===== config.mk =====
export PLATFORM = sky130hd
export DESIGN_NAME = interleaver_ctrl
export DESIGN_NICKNAME = d
export VERILOG_FILES = /design/src/rtl/interleaver_ctrl.sv
export SDC_FILE = /design/constraint.sdc
export NUM_CORES = 1
export LEC_CHECK = 0
export BUFFER_PORTS_ARGS = -buffer_cell sky130_fd_sc_hd__buf_2
export CORE_MARGIN = 4
export CORE_UTILIZATION = 60
export DETAILED_ROUTE_END_ITERATION = 8
export PLACE_DENSITY = 0.79
export SLEW_MARGIN = 25
export SYNTH_ARGS = -nofsm -noshare
export SYNTH_HDL_FRONTEND = slang
export SYNTH_SLANG_ARGS = --single-unit
export TNS_END_PERCENT = 50

===== constraint.sdc =====
create_clock -name Clock -period 13.7 [get_ports Clock]
set_input_delay 1.37 -clock Clock [delete_from_list [all_inputs] [get_ports Clock]]
set_output_delay 1.37 -clock Clock [all_outputs]
set_load 0.02 [all_outputs]

===== src/rtl/interleaver_ctrl.sv =====
// interleaver_ctrl: ping-pong bank controller producing interleaved write and linear read addresses.
module interleaver_ctrl #(
  parameter int MAX_CBPS = 288,
  parameter int AW = 9
) (
  input  logic          Clock,
  input  logic          Reset,
  input  logic          Start,
  input  logic [1:0]    Rate,
  input  logic [11:0]   NumSymbols,
  input  logic          InValid,
  output logic          InReady,
  output logic          WrEn,
  output logic          WrBank,
  output logic [AW-1:0] WrAddr,
  input  logic          RdReady,
  output logic          RdEn,
  output logic          RdBank,
  output logic [AW-1:0] RdAddr,
  output logic          RdLast,
  output logic          Busy,
  output logic          Done
);
  typedef enum logic [1:0] {IDLE, RUN, DRAIN} state_t;
  state_t state, state_nx;
  logic [11:0] num_syms, wr_syms, rd_syms;
  logic [1:0] full, full_set, full_clr;
  logic [1:0] bank_rate [2];
  logic [1:0] wr_rate, s_w, cmod, rmod, dmod;
  logic [AW-1:0] k, base, rd_cnt, nrows;
  logic [4:0] row;
  logic [3:0] col;
  logic wr_last, start_go, fin, done_r, done_nx;
  // 64QAM fills a whole bank
  function automatic logic [AW-1:0] ncbps(input logic [1:0] r);
    return r == 2'd0 ? AW'(48) : r == 2'd1 ? AW'(96) : r == 2'd2 ? AW'(192) : AW'(MAX_CBPS);
  endfunction
  // rate is taken live on k=0 because the bank register only captures it on that write
  always_comb begin
    wr_rate  = k == '0 ? Rate : bank_rate[WrBank];
    s_w      = wr_rate == 2'd3 ? 2'd3 : wr_rate == 2'd2 ? 2'd2 : 2'd1;
    nrows    = ncbps(wr_rate) >> 4;
    start_go = state == IDLE && Start && NumSymbols != '0;
    InReady  = state == RUN && !full[WrBank] && wr_syms != num_syms;
    WrEn     = InValid && InReady;
    wr_last  = WrEn && k == ncbps(wr_rate) - AW'(1);
    dmod     = rmod >= cmod ? rmod - cmod : 2'(3'(rmod) + 3'(s_w) - 3'(cmod));
    WrAddr   = base + AW'(row) - AW'(rmod) + AW'(dmod);
    RdEn     = state != IDLE && full[RdBank] && RdReady;
    RdAddr   = rd_cnt;
    RdLast   = RdEn && rd_cnt == ncbps(bank_rate[RdBank]) - AW'(1);
    full_set = wr_last ? 2'b01 << WrBank : 2'b00;
    full_clr = RdLast ? 2'b01 << RdBank : 2'b00;
    fin      = state == DRAIN && RdLast && rd_syms == num_syms - 12'd1;
    done_nx  = fin || (state == IDLE && Start && NumSymbols == '0);
    Busy     = state != IDLE;
    Done     = done_r;
    state_nx = start_go ? RUN :
               state == RUN && wr_last && wr_syms == num_syms - 12'd1 ? DRAIN :
               fin ? IDLE : state;
  end
  always_ff @(posedge Clock or posedge Reset)
    if (Reset) begin
      state  <= IDLE;
      done_r <= 1'b0;
    end else begin
      state  <= state_nx;
      done_r <= done_nx;
    end
  always_ff @(posedge Clock or posedge Reset)
    if (Reset) begin
      {num_syms, wr_syms, rd_syms, full, WrBank, RdBank} <= '0;
      {k, base, rd_cnt, row, col, cmod, rmod} <= '0;
      bank_rate[0] <= '0;
      bank_rate[1] <= '0;
    end else if (start_go) begin
      {wr_syms, rd_syms, full, WrBank, RdBank} <= '0;
      {k, base, rd_cnt, row, col, cmod, rmod} <= '0;
      bank_rate[0] <= '0;
      bank_rate[1] <= '0;
      num_syms <= NumSymbols;
    end else begin
      full <= (full | full_set) & ~full_clr;
      if (WrEn) begin
        if (k == '0) bank_rate[WrBank] <= Rate;
        if (wr_last) begin
          {k, base, row, col, cmod, rmod} <= '0;
          WrBank  <= ~WrBank;
          wr_syms <= wr_syms + 12'd1;
        end else begin
          k <= k + AW'(1);
          if (col == 4'd15) begin
            {col, base, cmod} <= '0;
            row  <= row + 5'd1;
            rmod <= rmod == s_w - 2'd1 ? 2'd0 : rmod + 2'd1;
          end else begin
            col  <= col + 4'd1;
            base <= base + nrows;
            cmod <= cmod == s_w - 2'd1 ? 2'd0 : cmod + 2'd1;
          end
        end
      end
      if (RdLast) begin
        rd_cnt  <= '0;
        RdBank  <= ~RdBank;
        rd_syms <= rd_syms + 12'd1;
      end else if (RdEn) rd_cnt <= rd_cnt + AW'(1);
    end
endmodule


# Word-level counts from Yosys, hierarchy flattened
# Index checks and enable logic that the tools add are counted.
# Widths: inputs -> output; s select.
[word_totals]
regBits = 87
latchBits = 0
ramBits = 0
mem_bits_ro = 0
inputBits = 19
output_inout_bits = 26
word_cells = 170
mem_count = 0
[op_classes]
addsub = 19
n_mul = 0
div = 0
order_cmp = 6
eq_ne = 15
n_shift = 2
muxes = 70
bitwise = 7
n_reduce_logical = 34
[ops]
columns = ["operator", "count"]
rows = [
  ["$mux 9", 16],
  ["$mux 12", 5],
  ["$mux 2", 27],
  ["$mux 4", 7],
  ["$add 12x1->12 const B", 2],
  ["$eq 12x12->1", 2],
  ["$mux 5", 4],
  ["$add 9x1->9 const B", 2],
  ["$add 9x5->9", 2],
  ["$eq 9x9->1", 2],
  ["$sub 9x1->9 const B", 2],
  ["$logic_and 1x1->1", 15],
  ["$logic_not 12->1", 1],
  ["$ne 12x12->1", 1],
  ["$reduce_bool 12->1", 1],
  ["$sub 12x1->12 const B", 1],
  ["$reduce_bool 2->1", 5],
  ["$add 9x2->9", 1],
  ["$logic_not 9->1", 1],
  ["$mux 1", 9],
  ["$reduce_bool 3->1", 3],
  ["$sub 9x2->9", 1],
  ["$eq 2x2->1 const B", 4],
  ["$eq 2x1->1 const B", 3],
  ["24 further kinds", 36],
]

# Longest topological paths before layout
# Gate-level depths: netlist of run 1.
[logic_depth]
ltp_word = 16
mapped_depth = 25
mapped_depth_nobuf = 25

# Worst setup path before layout of run 1
# OpenSTA, ideal clock, no wires.
[synth_timing]
path_type = "input -> output"
startpoint = "in Rate[0]"
endpoint = "out WrAddr[7]"
arrival_ns = 5.303
required_time_ns = 12.330
setup_slack_ns = 7.027
path_stages = 20
n_path_buf = 0
path_cell_list = "mux2_2 inv_1 ha_1 inv_1 ha_1 xnor2_1 xnor2_1 xnor2_1 mux2i_1 fa_1 fa_1 ha_1 inv_1 fa_1 inv_1 a21oi_1 o21bai_1 a21o_1 a21oi_1 xnor2_1"
[synth_via]
elab_chain_cells = 8
[synth_rtl]
columns = ["item", "line_no", "source"]
rows = [
  ["from (decl)", "9", "input logic [1:0] Rate,"],
  ["$mux 2 (*)", "40", "wr_rate = k == '0 ? Rate : bank_rate[WrBank];"],
  ["$eq 2x2->1", "41", "s_w = wr_rate == 2'd3 ? 2'd3 : wr_rate == 2'd2 ? 2'd2 : 2'd1;"],
  ["$mux 2", "41", ""],
  ["$mux 2 (*)", "41", ""],
  ["$add 2x2->2 (*)", "47", "dmod = rmod >= cmod ? rmod - cmod : 2'(3'(rmod) + 3'(s_w) - 3'(cmod));"],
  ["$sub 2x2->2 (*)", "47", ""],
  ["$mux 2 (*)", "47", ""],
  ["$add 9x2->9 (*)", "48", "WrAddr = base + AW'(row) - AW'(rmod) + AW'(dmod);"],
  ["to (decl)", "15", "output logic [AW-1:0] WrAddr,"],
]
# Mark *: on every way between the ends. The rest lies on a longest branch, timed or not.

# Worst setup path after layout of run 1
[layout_timing]
startpoint = "reg k[0]"
endpoint = "out WrAddr[7]"
[layout_via]
elab_chain_cells = 9
[layout_rtl]
columns = ["item", "line_no", "source"]
rows = [
  ["from (decl)", "30", "logic [AW-1:0] k, base, rd_cnt, nrows;"],
  ["from (signal assigned)", "91", "k <= k + AW'(1);"],
  ["$logic_not 9->1 (*)", "40", ""],
  ["$mux 2 (*)", "40", ""],
  ["$eq 2x2->1", "41", ""],
  ["$mux 2", "41", ""],
  ["$mux 2 (*)", "41", ""],
  ["$add 2x2->2 (*)", "47", ""],
  ["$sub 2x2->2 (*)", "47", ""],
  ["$mux 2 (*)", "47", ""],
  ["$add 9x2->9 (*)", "48", ""],
]
# Marked as above.

==> reports/qor.txt, run 1 <==
post-route cell area: 6890 um^2
CP Capture Type: primary output
async set or reset register ratio after synthesis: 100%
Clk Latency, worst-skew pair: 0.38 ns
setup violators final: 0
CTS buffer count: 9
maxcap violations: 0
RSZ-0062 raised after global routing: no
Cell Area, Synth: 6340 um^2
post-route ant nets: 0
Post-Syn Nets: 809
Final GP Congestion: 0.975
most frequent cells in the layout: dfrtp_1, nand2_1, inv_1
Synth Area per Inst: 8.54 um^2
PD cells: 224 nW/um^2
share of post-route cells with drive strength above 1: 11.8%
Achievable Freq: 135 MHz
starting density of the core: 61.4%
Final Core Density: 66.7%
post-route setup TNS: 0 ns
Final Hold Fails: 0
final-report max-slew violation count: 0
outcome: finished, final reports clean
Critical Path RT: 12.33 ns
wire length per cell: 17.0 um
min Tclk post-route: 7.41 ns
critical path class: flip-flop to primary output
cell taking the most area after synthesis: dfrtp_1
total number of vias: 5652
HP Class: flip-flop to flip-flop
cells after synthesis: 743
CTS Hold Bufs: 0
P&R area growth vs syn: 8.62%
worst IR drop on VDD: 0.000432 V
sequential cell area fraction in the yosys report: 34.3%
Post-synth EDFFs: 0
Port Buffers: 44
ys flop type: dfrtp_1
initial antenna violation count: 0
post-CTS setup buffer count: 0
vias in the first global route: 5415
Root Driver: clkbuf_8
H-tree depth: 3
Critical Path Source Type: flip-flop
number of gates resized after CTS: 0
commonest non-fill, non-tap cell in the layout: dfrtp_1
Remaining DRCs: 0
top post-synthesis cells by area: dfrtp_1, ha_1, xnor2_1, nand2_1, inv_1
wire length of the first global-routing pass: 26400 um
core region area: 10300 um^2
Max Buffers Root-to-Sink: 2
clock-pin slew on the worst setup and hold paths: 0.08 ns
HPWL after DPL: 11400 um
setup ws final: 6.29 ns
CP arrival: 6.04 ns
DRT iter0 DRCs: 452
routed wire length: 15600 um
biggest cell delay along the critical path: 0.53 ns
row count: 37
# nets final: 838
largest net degree at the start of global routing: 58
vias per cell: 6.18
maximum net fanout on the critical path: 6
Placed Area: 6660 um^2
Overall Power: 1.54 mW
post-synth top area share: 34.3%
DR pass1 iterations: 5
pre-CTS WS: 6.62 ns
CTS sink count: 87
Die Wd: 111 um
Clock Skew: 0.0132 ns
Tightest Pin Transition: 0.855 ns
synthesis-stage register bit count: 87
Relative slew margins: 42.9%
Worst path most repeated cell: inv_1
post-route clock period utilization: 54.1%
Die H: 111 um
Die ar.: 12300 um^2
synth unique cells: 67
fillers: 816
io pins: 45
Worst path slowest cell: fa_1
Warnings, synthesis: 0
total gr overflow: 0
total leakage power: 3.22 nW
CTS tree: done
Total Routing Usage GR: 25.8%
-- per-stage QoR --
stage	hold slack, ns	instances
after global routing	0.556	913
after detailed placement	0.513	897
after CTS	0.532	913
final	0.528	914
after floorplan	0.472	743
after global placement	0.495	897
-- cell usage after synthesis, types with 3 or more instances --
cell type / n
a2111oi_0: 3
a211oi_1: 3
a21o_1: 7
a21oi_1: 45
a22o_1: 4
a31o_2: 6
a31oi_1: 4
and2_1: 6
and3_1: 18
clkbuf_1: 29
dfrtp_1: 87
fa_1: 6
ha_1: 41
inv_1: 69
mux2_2: 7
mux2i_1: 14
nand2_1: 78
nand2b_1: 5
nand3_1: 34
nand4_1: 15
nor2_1: 38
nor2b_1: 6
nor3_1: 13
nor4_1: 10
o211ai_1: 6
o21a_1: 3
o21ai_0: 46
o21bai_1: 3
o221ai_1: 3
o31ai_1: 10
or3_1: 17
or4_1: 4
xnor2_1: 44
xor2_1: 15
-- area by class of cell --
class / count / area [um^2] / share of cell area [%]
antenna: 1 / 2.50 / 0.0363
clock buffer: 11 / 141 / 2.05
clock inverter: 5 / 81.3 / 1.18
inverter: 69 / 260 / 3.78
multi-input combinational: 553 / 3780 / 54.8
sequential: 87 / 2180 / 31.6
tap: 136 / 170 / 2.47
timing repair buffer: 52 / 280 / 4.07
-- worst max-delay path: cells and delay by family (launching register included) --
| kind | cells | cell delay (ns) |
|---|---|---|
| adder cells (fa/ha/maj) | 7 | 2.26 |
| buffers and inverters | 6 | 0.68 |
| AND/OR/NAND/NOR | 3 | 0.68 |
| multiplexers | 2 | 0.58 |
| XOR/XNOR | 4 | 0.55 |
| AO/OA/AOI/OAI | 4 | 0.49 |
| flip-flops | 1 | 0.42 |
-- worst paths after layout --
kind	start	to	slack, ns	cells after the start
max	k[0]	WrAddr[7]	6.29	26
min	col[0]	col[0]	0.53	1
max reg2reg	k[0]	rmod[0]	9.21	14
min reg2reg	col[0]	col[0]	0.53	1
max in group asynchronous	Reset	RdBank	11.58	3
min in group asynchronous	Reset	wr_syms[10]	1.00	2
-- logic make-up after synthesis --
kind of cell    count (synthesis)  synth area share (%)
xor+xnor                       60                  8.40
mux                            21                  3.45
fa+ha+maj                      47                  9.98
compound gates                159                  15.7
simple gates                  266                  21.9
buf+inv                       103                  6.27
flops                          87                  34.3
-- routing by layer --
metal	up-vias	wire length, um	global-route usage (%)
met2	196	7830	45.1
li1	2670	-	-
met5	-	0	0
met3	32	918	3.98
met4	0	346	7.80
met1	2754	6490	32.9
-- power by group --
| part | total, mW | switching, mW | leakage, nW | internal [mW] |
|---|---|---|---|---|
| logic | 0.979 | 0.581 | 2.02 | 0.399 |
| clock network | 0.207 | 0.0990 | 0.110 | 0.108 |
| registers | 0.356 | 0.0550 | 1.09 | 0.301 |
-- state kept, by name (all words and copies together) (netlist names) --
signal     count
Done           1
k              9
WrBank         1
RdBank         1
num_syms      12
base           9
bank_rate      4
wr_syms       12
col            4
row            5
rmod           2
cmod           2
full           2
rd_syms       12
RdAddr         9
state          2
No activity file was read; power rests on OpenSTA's default activity.
==> run 2: changes to the inputs <==
--- a/config.mk
+++ b/config.mk
@@ -5,6 +5,7 @@
 export SDC_FILE = /design/constraint.sdc
 export NUM_CORES = 1
 export LEC_CHECK = 0
+export ABC_AREA = 1
 export BUFFER_PORTS_ARGS = -buffer_cell sky130_fd_sc_hd__buf_2
 export CORE_MARGIN = 4
 export CORE_UTILIZATION = 60
==> constraint.sdc (replaced) <==
create_clock -name Clock -period 6.9 [get_ports Clock]
set_input_delay 0.69 -clock Clock [delete_from_list [all_inputs] [get_ports Clock]]
set_output_delay 0.69 -clock Clock [all_outputs]
set_load 0.02 [all_outputs]
==> reports/qor.txt, run 2 <==
outcome: finished, final reports clean (unchanged)
PD cells: 457 nW/um^2 (was 224 nW/um^2)
Final Hold Fails: 0 (unchanged)
Die ar.: 12700 um^2 (was 12300 um^2)
sequential cell area fraction in the yosys report: 33.2% (was 34.3%)
Clock Skew: 0.0114 ns (was 0.0132 ns)
post-route clock period utilization: 91.3%
cells after synthesis: 854 (was 743)
Critical Path RT: 6.21 ns (was 12.33 ns)
P&R area growth vs syn: 6.76% (was 8.62%)
ys flop type: dfrtp_1 (unchanged)
share of post-route cells with drive strength above 1: 14.7% (was 11.8%)
H-tree depth: 3 (unchanged)
Reg-to-Reg End: wr_syms[10] (was rmod[0])
DRT iter0 DRCs: 386 (was 452)
total gr overflow: 0 (unchanged)
maxcap violations: 0 (unchanged)
worst IR drop on VDD: 0.00102 V (was 0.000432 V)
Relative slew margins: 43.2% (was 42.9%)
Top Registers: num_syms: 12 flops, rd_syms: 12 flops, wr_syms: 12 flops (unchanged)
commonest non-fill, non-tap cell in the layout: nand2_1 (was dfrtp_1)
Clk Latency, worst-skew pair: 0.38 ns (about the same)
io pins: 45 (unchanged)
cell taking the most area after synthesis: dfrtp_1 (unchanged)
setup violators final: 0 (unchanged)
r2r setup slk: 3.33 ns (was 9.21 ns)
Tightest Pin Transition: 0.848 ns (was 0.855 ns)
largest net degree at the start of global routing: 88 (was 58)
final-report max-slew violation count: 0 (unchanged)
R2R depth: 17 (was 14)
most frequent cells in the layout: nand2_1, inv_1, dfrtp_1 (was dfrtp_1, nand2_1, inv_1)
post-synth top area share: 33.2% (was 34.3%)
core region area: 10500 um^2 (was 10300 um^2)
Synth Area per Inst: 7.68 um^2 (was 8.54 um^2)
Pint: 1.59 mW (was 0.808 mW)
clock power share: 10.4% (was 13.4%)
CTS buffer count: 9 (unchanged)
CTS Hold Bufs: 0 (unchanged)
Psw: 1.61 mW (was 0.735 mW)
RR Startpoint: k[0] (unchanged)
Cell Area, Synth: 6560 um^2 (was 6340 um^2)
post-route ant nets: 0 (unchanged)
post-CTS setup buffer count: 0 (unchanged)
Final GP Congestion: 0.901 (was 0.975)
top post-synthesis cells by area: dfrtp_1, nand2_1, ha_1, xor2_1, inv_1 (was dfrtp_1, ha_1, xnor2_1, nand2_1, inv_1)
combinational share of power: 66.1% (was 63.5%)
wire length per cell: 14.4 um (was 17.0 um)
CTS tree: done (unchanged)
Die Wd: 113 um (was 111 um)
Seq pwr share: 23.4% (was 23.1%)
Die H: 113 um (was 111 um)
fillers: 885 (was 816)
async set or reset register ratio after synthesis: 100% (unchanged)
row count: 37 (unchanged)
Warnings, synthesis: 0 (unchanged)
DR pass1 iterations: 8 (was 5)
routed wire length: 14900 um (was 15600 um)
starting density of the core: 62.7% (was 61.4%)
Remaining DRCs: 0 (unchanged)
Critical Path Source Type: flip-flop (unchanged)
# nets final: 958 (was 838)
HP Class: input pin to async pin (was flip-flop to flip-flop)
total leakage power: 3.46 nW (was 3.22 nW)
total number of vias: 5668 (was 5652)
Multi-input gate area: 3770 um^2 (was 3780 um^2)
Post-synth top cells: nand2_1, inv_1, dfrtp_1 (was dfrtp_1, nand2_1, inv_1)
post-route setup TNS: 0 ns (unchanged)
number of gates resized after CTS: 0 (unchanged)
CP arrival: 5.61 ns (was 6.04 ns)
wire length of the first global-routing pass: 25200 um (was 26400 um)
Post-Syn Nets: 920 (was 809)
HPWL after DPL: 11200 um (was 11400 um)
Root Driver: clkbuf_8 (unchanged)
Achievable Freq: 159 MHz
maximum net fanout on the critical path: 6 (unchanged)
RSZ-0062 raised after global routing: no (unchanged)
synth unique cells: 42 (was 67)
Final Core Density: 66.9% (was 66.7%)
vias in the first global route: 5531 (was 5415)
critical path class: flip-flop to primary output (unchanged)
CP Capture Type: primary output (unchanged)
clock-pin slew on the worst setup and hold paths: 0.09 ns (was 0.08 ns)
Post-synth EDFFs: 0 (unchanged)
most frequent cell after synthesis: nand2_1 (was dfrtp_1)
Port Buffers: 44 (unchanged)
switching share of power: 50.4% (was 47.6%)
Max Buffers Root-to-Sink: 2 (unchanged)
Total Routing Usage GR: 24.1% (was 25.8%)
CTS sink count: 87 (unchanged)
initial antenna violation count: 0 (unchanged)
register area: 2180 um^2 (unchanged)
vias per cell: 5.49 (was 6.18)
synthesis-stage register bit count: 87 (unchanged)
min Tclk post-route: 6.30 ns
ANT cells: 0 (was 1)
run 2: cell types whose count changed after synthesis, sizes merged, moves of 14 or more:
cell	before	now
xnor2	45	25
xor2	15	55
a21oi	45	20
nand2	78	203
inv	69	124
clkbuf	30	2
and3	18	0
nand3	34	84
mux2i	14	0
nor2	38	70
o21ai	47	68
or3	17	0
run 2: worst max-delay path: stages (launching register included):
cell and delay [ns]:
dfrtp_1 0.43, inv_1 0.10, ha_1 0.17, nand2_2 0.07
nor2_4 0.16, nand2_4 0.08, o21ai_0 0.08, o21a_1 0.24
ha_1 0.31, inv_1 0.15, ha_1 0.24, xnor2_1 0.18
xor2_1 0.21, xnor2_1 0.14, nand2_1 0.07, o21ai_0 0.12
fa_1 0.48, fa_1 0.52, ha_1 0.17, inv_1 0.05
fa_1 0.38, o21ai_0 0.30, a21oi_1 0.11, nor2_1 0.11
nor2_1 0.06, xnor2_1 0.11, buf_2 0.17
run 2: final cells by class:
type	count	share of cell area, %
clock buffers	12	2.07
inverters	125	6.81
flip-flops and latches	87	31.1
multi-input cells	624	53.9
well taps	136	2.43
repair buffers	45	3.31
clock inverters	4	0.411
run 2: power groups by stage:
stage	combinational (mW)	sequential (mW)	clock, mW
after floorplan	1.63	0.729	0
after global placement	2.04	0.750	0
after detailed placement	2.11	0.755	0
after CTS	2.13	0.747	0.339
after global routing	2.38	0.767	0.360
final	2.12	0.750	0.334
run 2: how the worst max path moves through the flow:
| stage | start | endpoint | slack (ns) |
|---|---|---|---|
| floorplan | k[0] | WrAddr[7] | 1.43 |
| detailed placement | k[0] | WrAddr[7] | 1.03 |
| global placement | k[0] | WrAddr[7] | 1.23 |
| CTS | k[0] | WrAddr[7] | 0.57 |
| global route | k[0] | WrAddr[7] | 0.23 |
| finish | k[0] | WrAddr[7] | 0.60 |
run 2: logic make-up after synthesis:
logic type / after synthesis / share of synthesized area [%]
flip-flops: 87 / 33.2
AO/OA/AOI/OAI: 104 / 9.41
buffers and inverters: 143 / 9.30
XOR/XNOR: 80 / 10.7
AND/OR/NAND/NOR: 393 / 27.7
adder cells (fa/ha/maj): 47 / 9.66
run 2: metal layers:
layer | track usage, % | wire length (um) | share of wire (%)
met2 | 41.2 | 7260 | 49
met4 | 9.54 | 393 | 2.6
met1 | 31.0 | 6660 | 45
met3 | 3.23 | 591 | 4.0
met5 | 0 | 0 | 0
run 2: stage by stage:
stage	total power [mW]	hold slack [ns]	cell area [um^2]	cells	worst slack, ns
6_report	3.20	0.505	7000	1033	0.601
3_5_place_dp	2.87	0.486	6820	1017	1.03
2_1_floorplan	2.36	0.453	6560	854	1.43
4_1_cts	3.21	0.508	7000	1033	0.566
3_3_place_gp	2.79	0.479	6820	1017	1.23
5_1_grt	3.51	0.540	7000	1033	0.226
==> run 3: changes to the inputs <==
--- a/config.mk
+++ b/config.mk
@@ -7,7 +7,6 @@
 export LEC_CHECK = 0
 export ABC_AREA = 1
 export BUFFER_PORTS_ARGS = -buffer_cell sky130_fd_sc_hd__buf_2
-export CORE_MARGIN = 4
 export CORE_UTILIZATION = 60
 export DETAILED_ROUTE_END_ITERATION = 8
 export PLACE_DENSITY = 0.79
==> reports/qor.txt, run 3 (same netlist as run 2, synthesis figures left out) <==
CTS tree: done (unchanged)
CTS sink count: 87 (unchanged)
starting density of the core: 62.7% (unchanged)
wire length per cell: 14.4 um (about the same)
vias in the first global route: 5536 (was 5531)
final-report max-slew violation count: 0 (unchanged)
clock-pin slew on the worst setup and hold paths: 0.08 ns (was 0.09 ns)
CP delay by family, top: adder cells (unchanged)
initial antenna violation count: 0 (unchanged)
Final Hold Fails: 0 (unchanged)
number of gates resized after CTS: 0 (unchanged)
Achievable Freq: 160 MHz (was 159 MHz)
routed wire length: 14900 um (about the same)
most frequent cells in the layout: nand2_1, inv_1, dfrtp_1 (unchanged)
Final GP Congestion: 0.892 (was 0.901)
P&R area growth vs syn: 7.46% (was 6.76%)
wire length of the first global-routing pass: 25300 um (was 25200 um)
H-tree depth: 3 (unchanged)
row count: 37 (unchanged)
DR pass1 iterations: 5 (was 8)
min Tclk post-route: 6.26 ns (was 6.30 ns)
Max Buffers Root-to-Sink: 2 (unchanged)
io pins: 45 (unchanged)
HP Class: input pin to async pin (unchanged)
ANT cells: 0 (unchanged)
Worst path most repeated cell: ha_1 (unchanged)
Tightest Pin Transition: 0.882 ns (was 0.848 ns)
total number of vias: 5707 (was 5668)
Top Registers: num_syms: 12 flops, rd_syms: 12 flops, wr_syms: 12 flops (unchanged)
Die Wd: 107 um (was 113 um)
HPWL after DPL: 11000 um (was 11200 um)
outcome: finished, final reports clean (unchanged)
crit path buf inv count: 4 (unchanged)
core region area: 10500 um^2 (unchanged)
commonest non-fill, non-tap cell in the layout: nand2_1 (unchanged)
Clk Latency, worst-skew pair: 0.39 ns (was 0.38 ns)
setup violators final: 0 (unchanged)
Root Driver: clkbuf_8 (unchanged)
post-route clock period utilization: 90.7% (was 91.3%)
post-route setup TNS: 0 ns (unchanged)
Final Core Density: 67.3% (was 66.9%)
Relative slew margins: 41.0% (was 43.2%)
Port Buffers: 44 (unchanged)
post-route ant nets: 0 (unchanged)
# nets final: 958 (unchanged)
Worst path slowest cell: fa_1 (unchanged)
DRT iter0 DRCs: 395 (was 386)
Total Routing Usage GR: 28.2% (was 24.1%)
CTS Hold Bufs: 0 (unchanged)
total leakage power: 3.49 nW (was 3.46 nW)
fillers: 892 (was 885)
RSZ-0062 raised after global routing: no (unchanged)
biggest cell delay along the critical path: 0.52 ns (about the same)
Critical Path Source Type: flip-flop (unchanged)
largest net degree at the start of global routing: 56 (was 88)
vias per cell: 5.52 (was 5.49)
total gr overflow: 0 (unchanged)
Clock Skew: 0.0122 ns (was 0.0114 ns)
CP arrival: 5.57 ns (was 5.61 ns)
maxcap violations: 0 (unchanged)
Critical Path RT: 6.21 ns (about the same)
PD cells: 465 nW/um^2 (was 457 nW/um^2)
CP Capture Type: primary output (unchanged)
CTS buffer count: 9 (unchanged)
post-CTS setup buffer count: 0 (unchanged)
critical path class: flip-flop to primary output (unchanged)
maximum net fanout on the critical path: 6 (unchanged)
share of post-route cells with drive strength above 1: 14.7% (unchanged)
worst IR drop on VDD: 0.000976 V (was 0.00102 V)
Die ar.: 11300 um^2 (was 12700 um^2)
Die H: 107 um (was 113 um)
Remaining DRCs: 0 (unchanged)
==> run 3: changes by cell type in the layout (fill, tap and decap cells not counted), sizes merged <==
cell and change:
bufinv +2, clkinvlp -2, clkbuf +1, inv -1
==> run 3: final timing paths <==
path,endpoint,start,slack [ns],cells past startpoint
max,WrAddr[7],k[0],0.64,26
min,bank_rate[2],Reset,0.36,2
max reg2reg,wr_syms[10],k[0],3.29,17
min reg2reg,bank_rate[2],bank_rate[2],0.49,2
max in group asynchronous,num_syms[5],Reset,5.40,3
min in group Clock,bank_rate[2],bank_rate[2],0.49,2
==> run 3: power by group <==
| part | leakage, nW | internal, mW | switching [mW] |
|---|---|---|---|
| Clock | 0.114 | 0.224 | 0.192 |
| Combinational | 2.23 | 0.820 | 1.29 |
| Sequential | 1.15 | 0.622 | 0.128 |
| Total | 3.49 | 1.67 | 1.61 |
==> run 3: worst register-to-register path, delay by kind of cell (launching register included) <==
kind | cells | cell delay [ns]
flops | 1 | 0.42
fa+ha+maj | 2 | 0.38
xor+xnor | 1 | 0.17
compound gates | 3 | 0.46
simple gates | 8 | 1.43
buf+inv | 3 | 0.61
==> run 3: metrics by stage <==
step | cells | hold WS (ns) | power (mW) | area [um^2] | setup WS, ns
floorplan | 854 | 0.453 | 2.36 | 6560 | 1.43
global route | 1033 | 0.397 | 3.58 | 7040 | 0.129
CTS | 1033 | 0.359 | 3.28 | 7040 | 0.621
finish | 1033 | 0.356 | 3.27 | 7040 | 0.643
global placement | 1017 | 0.478 | 2.78 | 6820 | 1.23
detailed placement | 1017 | 0.475 | 2.85 | 6820 | 1.07
==> run 3: layout make-up <==
type,instances,area [um^2],area share [%]
timing repair buffer,45,228,3.23
tap,136,170,2.42
multi-input combinational,624,3770,53.5
sequential,87,2180,30.9
inverter,125,477,6.77
clock inverter,3,65.1,0.924
clock buffer,13,159,2.26
==> run 3: metal layers <==
| metal | track usage [%] | share of wire (%) | up-vias |
|---|---|---|---|
| li1 | - | - | 2813 |
| met1 | 34.9 | 43 | 2700 |
| met2 | 47.0 | 49 | 155 |
| met3 | 5.64 | 4.7 | 39 |
| met4 | 14.0 | 3.4 | 0 |
| met5 | 0 | 0 | - |
